## src/rtl/enigma_pkg.sv

```systemverilog
// enigma_pkg: shared constants, FSM state type and rotor position helpers
package enigma_pkg;
  localparam int LETTERS = 26;
  localparam int POS_W = 5;
  localparam logic [POS_W-1:0] INVALID_CODE = 5'b11111;
  typedef enum logic [2:0] {IDLE, STEP, SETTLE, EMIT, RELEASE} state_t;
  function automatic logic [POS_W-1:0] pos_inc(input logic [POS_W-1:0] p);
    return (p == POS_W'(LETTERS - 1)) ? '0 : p + POS_W'(1);
  endfunction
  function automatic logic [POS_W-1:0] pos_fold(input logic [POS_W-1:0] p);
    return (p > POS_W'(LETTERS - 1)) ? p - POS_W'(LETTERS) : p;
  endfunction
endpackage

```

## src/rtl/rotor_stepper.sv

```systemverilog
// rotor_stepper: combinational next rotor positions for one key press
// Inputs: i_pos_l/m/r current positions, i_notch_r/m turnover positions.
// Outputs: o_next_l/m/r positions after stepping.
// DOUBLE_STEP_EN: middle rotor also steps when it sits on its own notch.
module rotor_stepper
  import enigma_pkg::*;
(
  input  logic [POS_W-1:0] i_pos_l,
  input  logic [POS_W-1:0] i_pos_m,
  input  logic [POS_W-1:0] i_pos_r,
  input  logic [POS_W-1:0] i_notch_r,
  input  logic [POS_W-1:0] i_notch_m,
  output logic [POS_W-1:0] o_next_l,
  output logic [POS_W-1:0] o_next_m,
  output logic [POS_W-1:0] o_next_r
);
  logic w_m_at, w_adv_m, w_adv_l;
  assign w_m_at = i_pos_m == i_notch_m;
`ifdef DOUBLE_STEP_EN
  assign w_adv_m = (i_pos_r == i_notch_r) || w_m_at;
`else
  assign w_adv_m = i_pos_r == i_notch_r;
`endif
  assign w_adv_l = w_adv_m && w_m_at;
  assign o_next_r = pos_inc(i_pos_r);
  assign o_next_m = w_adv_m ? pos_inc(i_pos_m) : i_pos_m;
  assign o_next_l = w_adv_l ? pos_inc(i_pos_l) : i_pos_l;
endmodule

```

## src/rtl/enigma_step_controller.sv

```systemverilog
// enigma_step_controller: key-press sequencing and rotor stepping for an Enigma datapath
// Ports: clock/reset (sync, active-high); key_letter/key_ready keyboard;
// set/set_pos rotor load {L,M,R}; enc_in/enc_out datapath handshake;
// pos_l/m/r rotor positions; out_valid/out_letter/out_ready display;
// busy (not IDLE); err one-cycle error pulse.
// DOUBLE_STEP_EN: enables historical middle-rotor double step.
module enigma_step_controller
  import enigma_pkg::*;
#(
  parameter int NOTCH_R = 16,
  parameter int NOTCH_M = 4,
  parameter int ENC_LAT = 2
) (
  input  logic                 clock,
  input  logic                 reset,
  input  logic [LETTERS-1:0]   key_letter,
  input  logic                 key_ready,
  input  logic                 set,
  input  logic [3*POS_W-1:0]   set_pos,
  output logic [LETTERS-1:0]   enc_in,
  input  logic [POS_W-1:0]     enc_out,
  output logic [POS_W-1:0]     pos_l,
  output logic [POS_W-1:0]     pos_m,
  output logic [POS_W-1:0]     pos_r,
  output logic                 out_valid,
  output logic [POS_W-1:0]     out_letter,
  input  logic                 out_ready,
  output logic                 busy,
  output logic                 err
);
  localparam logic [3:0] LAT_M1 = 4'(ENC_LAT - 1);
  state_t r_state, w_next;
  logic r_key_prev, r_out_valid, r_err;
  logic [LETTERS-1:0] r_enc_in;
  logic [POS_W-1:0] r_pos_l, r_pos_m, r_pos_r, r_out_letter;
  logic [POS_W-1:0] w_next_l, w_next_m, w_next_r;
  logic [3:0] r_cnt;
  logic w_press, w_onehot, w_lat_done, w_bad_code;
  logic w_load, w_capture, w_key_err, w_step, w_sample, w_code_err, w_emit_done;
  assign w_press = key_ready && !r_key_prev;
  assign w_onehot = $onehot(key_letter);
  assign w_lat_done = r_cnt == 4'd0;
  assign w_bad_code = (enc_out == INVALID_CODE) || (enc_out > POS_W'(LETTERS - 1));
  rotor_stepper u_stepper (
    .i_pos_l  (r_pos_l),
    .i_pos_m  (r_pos_m),
    .i_pos_r  (r_pos_r),
    .i_notch_r(POS_W'(NOTCH_R)),
    .i_notch_m(POS_W'(NOTCH_M)),
    .o_next_l (w_next_l),
    .o_next_m (w_next_m),
    .o_next_r (w_next_r)
  );
  always_ff @(posedge clock) r_state <= reset ? IDLE : w_next;
  // set takes priority over a press in the same IDLE cycle
  always_comb begin
    w_next = r_state;
    case (r_state)
      IDLE:    w_next = set ? IDLE : !w_press ? IDLE : w_onehot ? STEP : RELEASE;
      STEP:    w_next = SETTLE;
      SETTLE:  w_next = !w_lat_done ? SETTLE : w_bad_code ? RELEASE : EMIT;
      EMIT:    w_next = out_ready ? RELEASE : EMIT;
      RELEASE: w_next = key_ready ? RELEASE : IDLE;
      default: w_next = IDLE;
    endcase
  end
  always_comb begin
    busy = r_state != IDLE;
    w_load = r_state == IDLE && set;
    w_capture = r_state == IDLE && !set && w_press && w_onehot;
    w_key_err = r_state == IDLE && !set && w_press && !w_onehot;
    w_step = r_state == STEP;
    w_sample = r_state == SETTLE && w_lat_done;
    w_code_err = w_sample && w_bad_code;
    w_emit_done = r_state == EMIT && out_ready;
  end
  // key_prev resets high so a key held through reset never counts as a press
  always_ff @(posedge clock) begin
    if (reset) begin
      r_key_prev <= 1'b1;
      r_err <= 1'b0;
      r_enc_in <= '0;
      r_pos_l <= '0;
      r_pos_m <= '0;
      r_pos_r <= '0;
      r_cnt <= '0;
      r_out_letter <= '0;
      r_out_valid <= 1'b0;
    end else begin
      r_key_prev <= key_ready;
      r_err <= w_key_err || w_code_err;
      if (w_capture) r_enc_in <= key_letter;
      if (w_load) begin
        r_pos_l <= pos_fold(set_pos[14:10]);
        r_pos_m <= pos_fold(set_pos[9:5]);
        r_pos_r <= pos_fold(set_pos[4:0]);
      end else if (w_step) begin
        r_pos_l <= w_next_l;
        r_pos_m <= w_next_m;
        r_pos_r <= w_next_r;
      end
      r_cnt <= w_step ? LAT_M1 : w_lat_done ? r_cnt : r_cnt - 4'd1;
      if (w_sample && !w_bad_code) begin
        r_out_letter <= enc_out;
        r_out_valid <= 1'b1;
      end else if (w_emit_done) r_out_valid <= 1'b0;
    end
  end
  assign enc_in = r_enc_in;
  assign pos_l = r_pos_l;
  assign pos_m = r_pos_m;
  assign pos_r = r_pos_r;
  assign out_valid = r_out_valid;
  assign out_letter = r_out_letter;
  assign err = r_err;
endmodule

```

## config.mk

```make
export PLATFORM = sky130hd
export DESIGN_NAME = enigma_step_controller
export DESIGN_NICKNAME = d
export VERILOG_FILES = /design/src/rtl/enigma_pkg.sv /design/src/rtl/rotor_stepper.sv /design/src/rtl/enigma_step_controller.sv
export SDC_FILE = /design/constraint.sdc
export NUM_CORES = 1
export LEC_CHECK = 0
export ABC_AREA = 1
export CAP_MARGIN = 10
export CORE_ASPECT_RATIO = 0.8
export CORE_MARGIN = 4
export CORE_UTILIZATION = 40
export CTS_BUF_LIST = sky130_fd_sc_hd__clkbuf_4
export DETAILED_ROUTE_END_ITERATION = 8
export GPL_TIMING_DRIVEN = 0
export HOLD_SLACK_MARGIN = 0.02
export PLACE_DENSITY = 0.83
export SLEW_MARGIN = 20
export SYNTH_ARGS = -nofsm -noshare
export SYNTH_HDL_FRONTEND = slang
export SYNTH_SLANG_ARGS = --single-unit
```

## constraint.sdc

```tcl
create_clock -name clock -period 4.7 [get_ports clock]
set_input_delay 0.47 -clock clock [delete_from_list [all_inputs] [get_ports clock]]
set_output_delay 0.47 -clock clock [all_outputs]
set_load 0.1 [all_outputs]
```

# Yosys cells after proc, flatten, opt, wreduce, memory -nomap -nowiden

Cells that the tools add are included.

$add $sub $neg: 32
Order comparisons: 4
Eq/ne operators: 12
Multiplexer cells: 26
Reduce and logical (&&, ||, !) cells: 27

Operators with widths:

| operator              | count |
|---|---|
| $mux W5               | 14 |
| $add A1 B1 Y2         | 13 |
| $eq A5 B5 Y1 const B  | 5 |
| $mux W3               | 7 |
| $gt A5 B5 Y1 const B  | 4 |
| $add A2 B2 Y3         | 6 |
| $add A5 B1 Y5 const B | 3 |
| $pmux W3 S5           | 1 |
| $sub A5 B5 Y5 const B | 3 |
| $add A3 B3 Y4         | 3 |
| $logic_and A1 B1 Y1   | 11 |
| $reduce_bool A2 Y1    | 4 |
| $eq A3 B2 Y1 const B  | 2 |
| $add A4 B2 Y5         | 1 |
| $add A4 B4 Y5         | 1 |
| $add A5 B5 Y5         | 1 |
| $eq A5 B1 Y1 const B  | 1 |
| $eq A5 B3 Y1 const B  | 1 |
| $logic_not A1 Y1      | 4 |
| $logic_not A4 Y1      | 1 |
| $mux W1               | 4 |
| $reduce_and A2 Y1     | 2 |
| $sub A4 B1 Y4 const B | 1 |
| $eq A3 B1 Y1 const B  | 1 |
| 6 further kinds       | 7 |

Register bits after elaboration: 56
Input bits: 51
Output and inout bits: 49
Word-level logic and storage cells: 112

# Depth between registers and ports, before layout

Gate-level depths: netlist of run 1.

Word-level depth: 10
Gate-level depth with buffers: 22
Mapped depth without buffers: 21

# Hierarchy

From an unflattened synthesis of run 1, not the netlist that was laid out.

Cell total of the unflattened synthesis: 615
Area total of the unflattened synthesis: 4056.4 um2

Modules (own cells, without submodules):

| module                 | instances | cells each | area each (um2) |
|---|---|---|---|
| enigma_step_controller | 1         | 488        | 3420.8 |
| rotor_stepper          | 1         | 127        | 635.6 |

# Least setup slack after synthesis of run 1

OpenSTA, ideal clock, no wires.

Kind: input to register
Start: input key_letter[5]
End: register r_enc_in[22], in the netlist enc_in[22]
Data arrival time: 4.977 ns
Required time: 4.581 ns
Slack: -0.396 ns
Stages: 21
Path buffers: 1
Cell sequence: inv_1 -> fa_1 -> inv_1 -> fa_1 -> fa_1 -> fa_1 -> inv_1 -> fa_1 -> fa_1 -> inv_1 -> ha_1 -> fa_1 -> nor2_1 -> nor2_1 -> nor2_1 -> nand3_1 -> nor2_2 -> buf_2 -> nand3_1 -> nand2_1 -> nor2_1

Word-level cells in the longest chain between the ends: 7

RTL lines:

| item                                | RTL line                     | RTL |
|---|---|---|
| start: declaration                  | enigma_step_controller.sv:16 | `input logic [LETTERS-1:0] key_letter,` |
| $add A1 B1 Y2 (not written as such) | enigma_step_controller.sv:41 | `assign w_onehot = $onehot(key_letter);` |
| $add A2 B2 Y3 (not written as such) | enigma_step_controller.sv:41 |  |
| $add A3 B3 Y4 (not written as such) | enigma_step_controller.sv:41 |  |
| $add A4 B4 Y5 (not written as such) | enigma_step_controller.sv:41 |  |
| $add A5 B5 Y5 (not written as such) | enigma_step_controller.sv:41 |  |
| $eq A5 B1 Y1                        | enigma_step_controller.sv:41 |  |
| $logic_and A1 B1 Y1                 | enigma_step_controller.sv:70 | `w_capture = r_state == IDLE && !set && w_press && w_onehot;` |
| end signal: assignment              | enigma_step_controller.sv:92 | `if (w_capture) r_enc_in <= key_letter;` |
| end: declaration                    | enigma_step_controller.sv:34 | `logic [LETTERS-1:0] r_enc_in;` |

Every way passes these cells.
A chain may end at the register's enable or synchronous reset.

# Worst setup path in the final report of run 1

Start: input key_letter[11]
End: register r_enc_in[12], in the netlist enc_in[12]

The elaborated chain is that of the path after synthesis.

==> metrics.md, run 1 <==
| Metric | Value |
|---|---|
| Outcome | `finished, violations left` |
| WL met3 | `686 um` |
| Worst path arrival time | `5.38 ns` |
| Total power | `3.06 mW` |
| R2R setup slack | `2.81 ns` |
| EDFF count, synth | `0` |
| Post-synthesis mux area share | `0%` |
| CP max-delay cell | `fa_1` |
| Yosys cell types | `26` |
| Worst setup path category | `input port to flop` |
| Wirelength, routed | `approximately 11000 um` |
| Leading cell type in the layout, fill and taps excluded | `nand2_1` |
| Yosys reg bits | `between 50 and 60` |
| Critical path capture point type | `flop` |
| CTS tree | `built` |
| Post-Place Worst Slack | `-1.24 ns` |
| Top_reg_cell synth | `dfxtp_1` |
| Die width | `around 120 um` |
| Initial Utilization | `just over 40%` |
| DR WL met2 | `5430 um` |
| Sequential element share of the synthesized area | `approximately 30%` |
| Maximum clock frequency | `197 MHz` |
| Compound-Gate Fraction of Synth Area | `roughly a tenth` |
| Hold WC Path Type | `input port to flop` |
| Final Hold Viols | `0` |
| Mapped Cells | `539` |
| CTS buffer count | `5` |
| Nets@finish | `around 750` |
| Worst path max stage delay | `0.55 ns` |
| Most frequent cells in the layout | `101 x nand2_1, 90 x inv_1, 87 x clkdlybuf4s50_1, 58 x nor2_1, 56 x dfxtp_1` |
| Routed length per instance | `~14 um` |
| Hpwl dp | `8420 um` |
| Top sig layer | `met4` |
| Worst Path Max Fanout | `7` |
| Die height | `94.9 um` |
| Drc violations | `0` |
| P&R area growth vs syn | `41.2%` |
| Worst IR drop on VDD | `412 uV` |
| CTS max path bufs | `2` |
| First-pass DRT Iterations | `4` |
| Grt total ovfl | `0` |
| Worst path buffer plus inverter count | `8` |
| Clock period minus worst slack | `5.08 ns` |
| Ys Warns | `0` |
| Relative slew slack | `32.3%` |
| H-tree depth | `2` |
| Synth Area in XOR/XNOR | `2.55%` |
| Vias in the first global route | `3833` |
| PD cells | `between 500 and 600 nW/um^2` |
| Crit path max-delay family | `adder cells` |
| CP Launch Type | `input port` |
| Met1 wire length | `4840 um` |
| Vias per cell | `~5` |
| RSZ-0062 raised after global routing | `true` |
| Via count | `3856` |
| Failing checks | `negative setup slack` |
| Worst Setup Slack, final | `-0.376 ns` |
| I/O Buffers | `~100` |
| Ant. Diodes | `0` |
| Hold buffers post-CTS | `0` |
| Die area | `between 10000 and 15000 sq um` |
| Largest net degree at the start of global routing | `18` |
| Post-synth net total | `~630` |
| Worst Clk Skew | `0.0217 ns` |
| # clock sinks | `between 50 and 60` |
| Cell-by-cell trace of the critical path | `buf_6 > fa_1 > inv_2 > fa_1 > inv_2 > fa_1 > fa_1 > inv_1 > fa_1 > fa_1 > inv_1 > ha_2 > fa_2 > inv_2 > nand2_2 > nor2_2 > nand3_2 > nor2_4 > buf_12 > buf_8 > nand3_1 > nand2_1 > nor2_1` |
| First-pass GRT wire length | `approximately 18000 um` |
| Number of max-slew violations in the final report | `0` |
| Worst hold margin | `slightly below 0.4 ns` |
| Clk pin slew, worst setup/hold paths | `0.17 ns` |
| Final core occ | `58.5%` |
| Post-synthesis adder-cell area fraction | `17.8%` |
| DR iter-0 viols | `227` |
| TNS Setup | `-9.70 ns` |
| Fin crit share | `108%` |
| Leak | `approximately 2.4 nW` |
| Io pins | `100` |
| Mapped Area | `3780 sq um` |
| Syn Area/Cell | `7.01 sq um` |
| Clock Latency Late Sink | `0.38 ns` |
| Final setup vio count | `29` |
| CP dominant cell by count | `fa_1` |
| Initial antenna violation count | `0` |
| Asr flop ratio synth | `0%` |
| Largest family of logic cells by synthesized area | `simple AND/OR/NAND/NOR gates` |
| Final GP Congestion | `0.880` |
| Max Cap Viol | `0` |
| Root buffer cell | `clkbuf_4` |
| Worst endpoint required time | `5.00 ns` |
| Core area | `9110 sq um` |
| Final ANT Viol Nets | `0` |
| Rows | `31` |
| GRT Overall Usage | `20.0%` |
| Simple-Gate Fraction of Synth Area | `27.3%` |
| Share of layout cells above drive strength 1 | `between 10% and 20%` |
| Worst slew pin tran | `1.01 ns` |
per-layer routing:
metal	global-route usage, %	vias up
li1	-	1921
met1	26.1	1821
met2	34.1	105
met3	4.29	9
met4	4.01	0
met5	0	-
report_power, final:
group / leakage (nW) / total, mW / switching (mW) / internal [mW]
Clock: 0.0428 / 0.271 / 0.160 / 0.112
Sequential: 0.456 / 0.582 / 0.0525 / 0.530
Combinational: 1.92 / 2.21 / 1.31 / 0.891
Total: 2.42 / 3.06 / 1.53 / 1.53
cell usage after synthesis (2+ instances only):
cell type | number | share of area, %
nand2_1 | 108 | 11
inv_1 | 97 | 9.6
nor2_1 | 60 | 6.0
nand3_1 | 58 | 7.7
dfxtp_1 | 56 | 30
a21oi_1 | 48 | 6.4
ha_1 | 25 | 8.3
fa_1 | 18 | 9.5
o21ai_0 | 18 | 2.4
xor2_1 | 9 | 2.1
nor3_1 | 7 | 0.93
buf_2 | 6 | 0.79
buf_6 | 5 | 1.5
a31oi_1 | 3 | 0.50
clkbuf_1 | 3 | 0.30
o211ai_1 | 3 | 0.60
buf_1 | 2 | 0.20
nand2_2 | 2 | 0.33
nand4_1 | 2 | 0.33
nor2_2 | 2 | 0.33
xnor2_1 | 2 | 0.46
kinds of logic (layout without fill, tap and decap cells):
logic type               Yosys count  in the layout
AO/OA/AOI/OAI                     74             74
XOR/XNOR                          11             11
flip-flops                        56             56
AND/OR/NAND/NOR                  242            242
adder cells (fa/ha/maj)           43             43
buffers and inverters            113            230
worst paths after layout:
path | endpoint | from | cells after the start
max | enc_in[12] | key_letter[11] | 23
min | enc_in[11] | key_letter[11] | 5
max reg2reg | enc_in[12] | r_state[0] | 7
min reg2reg | out_valid | out_valid | 2
through the flow:
step                instances  cell area [sq um]
detailed placement        753               4970
global route              771               5330
CTS                       769               5260
floorplan                 539               3830
global placement          753               4970
finish                    771               5330
state kept, by name (all words and copies together) (netlist names), 3 cells and up:
signal and flops:
r_state 3, pos_r 5, enc_in 26, out_letter 5, pos_l 5, pos_m 5, r_cnt 4
tightest hold or removal path, cell delays in order:
cell	delay (ns)
buf_6	0.08
inv_1	0.04
nand3_2	0.06
nand2_1	0.04
nor2_1	0.07
area by class of cell:
cell class / count / area (sq um)
fillers: 809 / 3780
multi-input cells: 370 / 2390
flip-flops and latches: 56 / 1120
inverters: 97 / 367
plain buffers: 16 / 153
well taps: 115 / 144
clock buffers: 5 / 37.5
repair buffers: 109 / 1080
clock inverters: 3 / 42.5
what timing repair did:
action	4_1_cts	5_1_grt
setup buffers	4	2
pin swaps	22	19
setup endpoints to repair	29	29
gates cloned	4	0
gates resized for setup	70	32
Power figures use the tool's default switching activity.
==> run 2, diff against run 1 <==
HOLD_SLACK_MARGIN = 0.12   (was 0.02)
RECOVER_POWER = 100   (was default)
clock period = 4.2 ns   (was 4.7 ns; I/O delays follow)
==> metrics.md, run 2 (synthesis gave the netlist of run 1 again) <==
| Metric | Value |
|---|---|
| Total power | `3.40 mW (was 3.06 mW)` |
| Hpwl dp | `8420 um (unchanged)` |
| Final GP Congestion | `0.880 (unchanged)` |
| RSZ-0062 raised after global routing | `true (unchanged)` |
| Worst hold margin | `0.343 ns (was 0.394 ns)` |
| Fillers | `808 (was 809)` |
| Fin crit share | `120%` |
| Wirelength, routed | `11000 um (about the same)` |
| Hold WC Path Type | `input port to flop (unchanged)` |
| Cell-by-cell trace of the critical path | `buf_6 > fa_1 > inv_2 > fa_1 > inv_2 > fa_1 > fa_1 > inv_1 > fa_1 > fa_1 > inv_1 > ha_2 > fa_2 > inv_2 > nand2_2 > nor2_2 > nand3_2 > nor2_4 > buf_12 > buf_8 > nand3_1 > nand2_1 > nor2_1 (unchanged)` |
| DR iter-0 viols | `232 (was 227)` |
| Max Cap Viol | `0 (unchanged)` |
| Core area | `9110 sq um (unchanged)` |
| CP Launch Type | `input port (unchanged)` |
| Io pins | `100 (unchanged)` |
| Root buffer cell | `clkbuf_4 (unchanged)` |
| Rows | `31 (unchanged)` |
| Post-Layout Cell Count | `771 (unchanged)` |
| Vias per cell | `5.01 (was 5.00)` |
| Initial Utilization | `41.4% (unchanged)` |
| Worst Hold Path Cells | `5 (unchanged)` |
| Worst endpoint required time | `4.50 ns (was 5.00 ns)` |
| Leading cell type in the layout, fill and taps excluded | `nand2_1 (unchanged)` |
| Clk pin slew, worst setup/hold paths | `0.17 ns (about the same)` |
| CP max-delay cell | `fa_1 (unchanged)` |
| Relative slew slack | `31.6% (was 32.3%)` |
| Worst path max stage delay | `0.55 ns (about the same)` |
| Placed cell count | `753 (unchanged)` |
| # clock sinks | `56 (unchanged)` |
| Nets@finish | `749 (unchanged)` |
| Share of layout cells above drive strength 1 | `14.2% (was 14.3%)` |
| Final ANT Viol Nets | `0 (unchanged)` |
| H-tree depth | `2 (unchanged)` |
| Final Hold Viols | `0 (unchanged)` |
| First-pass DRT Iterations | `5 (was 4)` |
| CTS tree | `built (unchanged)` |
| Final setup vio count | `29 (unchanged)` |
| Worst Clk Skew | `0.0212 ns (was 0.0217 ns)` |
| Leak | `2.57 nW (was 2.42 nW)` |
| Most frequent cells in the layout | `102 x nand2_1, 90 x inv_1, 58 x nor2_1, 56 x dfxtp_1, 50 x dlygate4sd3_1 (was 101 x nand2_1, 90 x inv_1, 87 x clkdlybuf4s50_1, 58 x nor2_1, 56 x dfxtp_1)` |
| Largest net degree at the start of global routing | `18 (unchanged)` |
| Register area | `1120 sq um (unchanged)` |
| PD cells | `639 nW/um^2 (was 574 nW/um^2)` |
| Worst path arrival time | `5.33 ns (was 5.38 ns)` |
| Worst setup path category | `input port to flop (unchanged)` |
| Critical path capture point type | `flop (unchanged)` |
| Worst Path Max Fanout | `7 (unchanged)` |
| GRT Overall Usage | `20.0% (unchanged)` |
| CP dominant cell by count | `fa_1 (unchanged)` |
| Die area | `11100 sq um (unchanged)` |
| CTS buffer count | `5 (unchanged)` |
| Worst slew pin tran | `1.02 ns (was 1.01 ns)` |
| R2R depth | `9 (was 7)` |
| Clock period minus worst slack | `5.03 ns` |
| Failing checks | `negative setup slack (unchanged)` |
| Routed length per instance | `14.3 um (about the same)` |
| Max reg flops | `26 (unchanged)` |
| Drc violations | `0 (unchanged)` |
| Area of the multi-input gates | `2380 sq um (was 2390 sq um)` |
| Outcome | `finished, violations left (unchanged)` |
| Number of max-slew violations in the final report | `0 (unchanged)` |
| Grt total ovfl | `0 (unchanged)` |
| Vias in the first global route | `3833 (unchanged)` |
| Die height | `94.9 um (unchanged)` |
| Via count | `3859 (was 3856)` |
| Worst Setup Slack, final | `-0.828 ns (was -0.376 ns)` |
| CTS max path bufs | `2 (unchanged)` |
| Maximum clock frequency | `199 MHz` |
| Die width | `117 um (unchanged)` |
| Ant. Diodes | `0 (unchanged)` |
| P&R area growth vs syn | `41.1% (was 41.2%)` |
| First-pass GRT wire length | `17800 um (unchanged)` |
| Clock Latency Late Sink | `0.38 ns (about the same)` |
| Initial antenna violation count | `0 (unchanged)` |
| I/O Buffers | `99 (unchanged)` |
| Worst IR drop on VDD | `459 uV (was 412 uV)` |
==> run 2: cell count changes in the layout (fill, tap and decap cells not counted) <==
cell | previous run | this run
nand2_1 | 101 | 102
dlygate4sd3_1 | 0 | 50
nand2_2 | 8 | 7
clkdlybuf4s50_1 | 87 | 37
==> run 2: per-stage QoR <==
stage	cell area, sq um	TNS [ns]	utilization [%]	worst slack, ns
2_1_floorplan	3830	-21.26	-	-0.760
3_3_place_gp	4970	-44.83	54.5	-1.61
3_5_place_dp	4970	-46.62	54.5	-1.69
4_1_cts	5260	-25.12	57.7	-0.922
5_1_grt	5330	-26.62	58.5	-0.964
6_report	5330	-22.71	58.5	-0.828
==> run 2: repair_timing <==
item                                    4_1_cts  5_1_grt
hold buffers                                  0        0
gates cloned                                  4        0
pin swaps                                    22       19
gates resized for setup                      70       32
endpoints found under the setup margin       29       29
buffers inserted                              4        2
==> run 2: where the power goes <==
part           total, mW  switching (mW)  internal [mW]
sequential         0.649          0.0565          0.593
combinational       2.45            1.47          0.982
clock              0.303           0.178          0.125
total               3.40            1.70           1.70
==> run 2: final timing paths <==
check / end / slack, ns / from
min: enc_in[11] / 0.34 / key_letter[11]
max reg2reg: pos_l[1] / 2.27 / r_state[0]
max: enc_in[12] / -0.83 / key_letter[11]
min reg2reg: out_valid / 0.49 / out_valid
==> run 2: cell type report <==
| cell class | instances | area share, % |
|---|---|---|
| clock inverters | 3 | 0.798 |
| plain buffers | 16 | 2.86 |
| repair buffers | 109 | 20.3 |
| clock buffers | 5 | 0.704 |
| inverters | 97 | 6.88 |
| well taps | 115 | 2.70 |
| multi-input cells | 370 | 44.7 |
| flip-flops and latches | 56 | 21.0 |
==> run 2: worst max-delay path, delay by kind of cell <==
family,cells,cell delay [ns]
buffers and inverters,8,0.67
adder cells (fa/ha/maj),8,3.60
AND/OR/NAND/NOR,7,0.61
==> run 2: routing by layer <==
| metal | up-vias | wire, um | track usage (%) |
|---|---|---|---|
| met3 | 11 | 695 | 4.29 |
| met2 | 113 | 5420 | 34.1 |
| met5 | - | 0 | 0 |
| li1 | 1926 | - | - |
| met1 | 1809 | 4790 | 26.1 |
| met4 | 0 | 109 | 4.01 |
==> run 3, diff against run 2 <==
CAP_MARGIN = default   (was 10)
PLACE_DENSITY = 0.82   (was 0.83)
SYNTH_HIERARCHICAL = 1   (was default)
==> metrics.md, run 3 <==
| Metric | Value |
|---|---|
| Clk pin slew, worst setup/hold paths | `0.18 ns (was 0.17 ns)` |
| Placed cell count | `866 (was 753)` |
| Failing checks | `negative setup slack (unchanged)` |
| H-tree depth | `2 (unchanged)` |
| Top_reg_cell synth | `dfxtp_1 (unchanged)` |
| Mapped Cells | `615 (was 539)` |
| Worst path arrival time | `5.24 ns (was 5.33 ns)` |
| Share of layout cells above drive strength 1 | `11.3% (was 14.2%)` |
| Outcome | `finished, violations left (unchanged)` |
| Drc violations | `0 (unchanged)` |
| Max reg flops | `26 (unchanged)` |
| CTS tree | `built (unchanged)` |
| R2r startpoint | `r_state[1] (was r_state[0])` |
| Routed length per instance | `12.3 um (was 14.3 um)` |
| Worst IR drop on VDD | `339 uV (was 459 uV)` |
| Via count | `4165 (was 3859)` |
| Reg power frac | `20.9% (was 19.1%)` |
| Final setup vio count | `29 (unchanged)` |
| Hpwl dp | `8410 um (was 8420 um)` |
| Worst slew pin tran | `1.03 ns (was 1.02 ns)` |
| Root buffer cell | `clkbuf_4 (unchanged)` |
| Grt total ovfl | `0 (unchanged)` |
| TNS Setup | `-20.07 ns (was -22.71 ns)` |
| Pint | `1.55 mW (was 1.70 mW)` |
| First-pass GRT wire length | `17900 um (was 17800 um)` |
| First-pass DRT Iterations | `5 (unchanged)` |
| Ant. Diodes | `0 (unchanged)` |
| PD cells | `558 nW/um^2 (was 639 nW/um^2)` |
| Mapped Area | `4060 sq um (was 3780 sq um)` |
| Ys Warns | `6 (was 0)` |
| Wirelength, routed | `10800 um (was 11000 um)` |
| Leading cell type in the layout, fill and taps excluded | `nand2_1 (unchanged)` |
| Post-Place Worst Slack | `-1.67 ns (was -1.69 ns)` |
| CTS max path bufs | `2 (unchanged)` |
| Worst hold margin | `0.358 ns (was 0.343 ns)` |
| Hold EP | `enc_in[17] (was enc_in[11])` |
| Switching fraction of total power | `49.9% (was 50.1%)` |
| Die width | `121 um (was 117 um)` |
| Clock period minus worst slack | `4.94 ns (was 5.03 ns)` |
| Synth cell count leaders | `156 x nand2_1, 104 x inv_1, 70 x nand3_1 (was 108 x nand2_1, 97 x inv_1, 60 x nor2_1)` |
| Die area | `11800 sq um (was 11100 sq um)` |
| EDFF count, synth | `0 (unchanged)` |
| Hold_sp | `key_letter[17] (was key_letter[11])` |
| Worst endpoint required time | `4.50 ns (about the same)` |
| Sequential element share of the synthesized area | `27.6% (was 29.7%)` |
| Yosys top cell area share | `27.6% (was 29.7%)` |
| Number of max-slew violations in the final report | `0 (unchanged)` |
| R2R setup slack | `2.14 ns (was 2.27 ns)` |
| I/O Buffers | `98 (was 99)` |
| GRT Overall Usage | `18.1% (was 20.0%)` |
| Synth area leaders | `dfxtp_1 28%, nand2_1 14%, inv_1 9.6%, fa_1 8.9%, nand3_1 8.6% (was dfxtp_1 30%, nand2_1 11%, inv_1 9.6%, fa_1 9.5%, ha_1 8.3%)` |
| P&R area growth vs syn | `37.3% (was 41.1%)` |
| Yosys cell types | `34 (was 26)` |
| Most frequent cells in the layout | `151 x nand2_1, 99 x inv_1, 59 x nor2_1, 56 x dfxtp_1, 55 x nand3_1 (was 102 x nand2_1, 90 x inv_1, 58 x nor2_1, 56 x dfxtp_1, 50 x dlygate4sd3_1)` |
| Leak | `2.75 nW (was 2.57 nW)` |
| Initial antenna violation count | `0 (unchanged)` |
| Clock network power share | `8.0% (was 8.9%)` |
| Final Hold Viols | `0 (unchanged)` |
| CTS buffer count | `5 (unchanged)` |
| Die height | `98.1 um (was 94.9 um)` |
| Critical path capture point type | `flop (unchanged)` |
| Vias in the first global route | `3773 (was 3833)` |
| Clock Latency Late Sink | `0.38 ns (about the same)` |
| Final ANT Viol Nets | `0 (unchanged)` |
| CP Launch Type | `input port (unchanged)` |
| Hold WC Path Type | `input port to flop (unchanged)` |
| Count leader, synth | `nand2_1 (unchanged)` |
| Cell taking the most area after synthesis | `dfxtp_1 (unchanged)` |
| Nets@finish | `837 (was 749)` |
| Post-Layout Cell Count | `882 (was 771)` |
| Core area | `9770 sq um (was 9110 sq um)` |
| Initial Utilization | `41.5% (was 41.4%)` |
| # clock sinks | `56 (unchanged)` |
| R2R depth | `8 (was 9)` |
| Comb power frac | `71.1% (was 72.0%)` |
| Relative slew slack | `31.2% (was 31.6%)` |
| Final core occ | `57.0% (was 58.5%)` |
| Final GP Congestion | `0.848 (was 0.880)` |
| Sw power | `1.55 mW (was 1.70 mW)` |
| Worst setup path category | `input port to flop (unchanged)` |
| Fin crit share | `118% (was 120%)` |
| Yosys reg bits | `56 (unchanged)` |
| Worst Setup Slack, final | `-0.741 ns (was -0.828 ns)` |
| Syn Area/Cell | `6.60 sq um (was 7.01 sq um)` |
| Rows | `32 (was 31)` |
| Io pins | `100 (unchanged)` |
| Worst Hold Path Cells | `5 (unchanged)` |
| Vias per cell | `4.72 (was 5.01)` |
| Worst Path Max Fanout | `6 (was 7)` |
| DR iter-0 viols | `343 (was 232)` |
| Asr flop ratio synth | `0% (unchanged)` |
| Worst Clk Skew | `0.0208 ns (was 0.0212 ns)` |
| Reg2reg end | `pos_m[2] (was pos_l[1])` |
| Max Cap Viol | `0 (unchanged)` |
| Maximum clock frequency | `202 MHz (was 199 MHz)` |
| Hold buffers post-CTS | `0 (unchanged)` |
| RSZ-0062 raised after global routing | `true (unchanged)` |
| Largest net degree at the start of global routing | `18 (unchanged)` |
[run 3: cell types whose count changed after synthesis, sizes merged, moves of 3 or more]
cell    change
buf         +3
xor2        -6
inv        +11
nand3b      +3
nand2      +47
nand3      +12
xnor2       +3
a21oi       -5
[run 3: how the worst max path moves through the flow]
stage                         startpoint          to  slack [ns]  depth (start not counted)
after detailed placement   key_letter[5]   enc_in[4]       -1.67                         22
after floorplan           key_letter[11]  enc_in[19]       -0.76                         21
after CTS                 key_letter[17]  enc_in[14]       -0.80                         23
final                      key_letter[7]  enc_in[19]       -0.74                         23
after global placement     key_letter[5]  enc_in[19]       -1.58                         22
after global routing      key_letter[17]   enc_in[4]       -0.93                         22
[run 3: critical path: stages]
cell and delay [ns]:
clkbuf_2 0.09, inv_2 0.04, fa_1 0.52, inv_1 0.05, fa_1 0.54, fa_1 0.45
fa_1 0.54, inv_2 0.05, fa_1 0.45, fa_1 0.51, inv_2 0.05, ha_4 0.15
fa_2 0.42, inv_2 0.07, nand2_2 0.05, nor2_2 0.11, nand3_2 0.11, nor2_4 0.14
buf_6 0.16, buf_6 0.14, nand3_2 0.06, nand2_1 0.07, nor2_1 0.04
[run 3: cell type report]
cell class | count | area [sq um]
clock inverter | 2 | 16.3
timing repair buffer | 106 | 1040
tap | 136 | 170
fill | 931 | 4200
multi-input combinational | 447 | 2630
sequential | 56 | 1120
inverter | 110 | 415
clock buffer | 6 | 45.0
buffer | 19 | 135
[run 3: routing by layer]
metal  track usage [%]  vias up  share of wire [%]  wire [um]
li1                  -     2156                  -          -
met1              26.4     1879                 49       5290
met2              28.5      124                 45       4840
met3              3.01        6                5.8        629
met4              3.14        0               0.70         76
met5                 0        -                  0          0
[run 3: power by group through the flow]
stage / combinational (mW) / clock, mW / sequential (mW)
CTS: 2.15 / 0.254 / 0.651
global placement: 1.73 / 0 / 0.662
detailed placement: 1.78 / 0 / 0.662
global route: 2.42 / 0.277 / 0.660
finish: 2.21 / 0.249 / 0.649
floorplan: 1.10 / 0 / 0.928
[run 3: logic make-up after synthesis]
family,count (synthesis),synth area share [%]
other,2,0.185
adder cells (fa/ha/maj),41,16.0
AND/OR/NAND/NOR,308,32.7
buffers and inverters,129,12.5
flip-flops,56,27.6
XOR/XNOR,8,1.73
AO/OA/AOI/OAI,71,9.25
[run 3: timing repair]
item	4_1_cts	5_1_grt
setup endpoints to repair	29	29
setup buffers	4	1
pin swaps	23	20
cloned	3	0
resized for setup	70	20
[run 3: stage by stage]
step | power (mW) | cell area (sq um)
detailed placement | 2.44 | 5330
global placement | 2.39 | 5330
CTS | 3.05 | 5540
global route | 3.36 | 5570
finish | 3.11 | 5570
floorplan | 2.03 | 4170
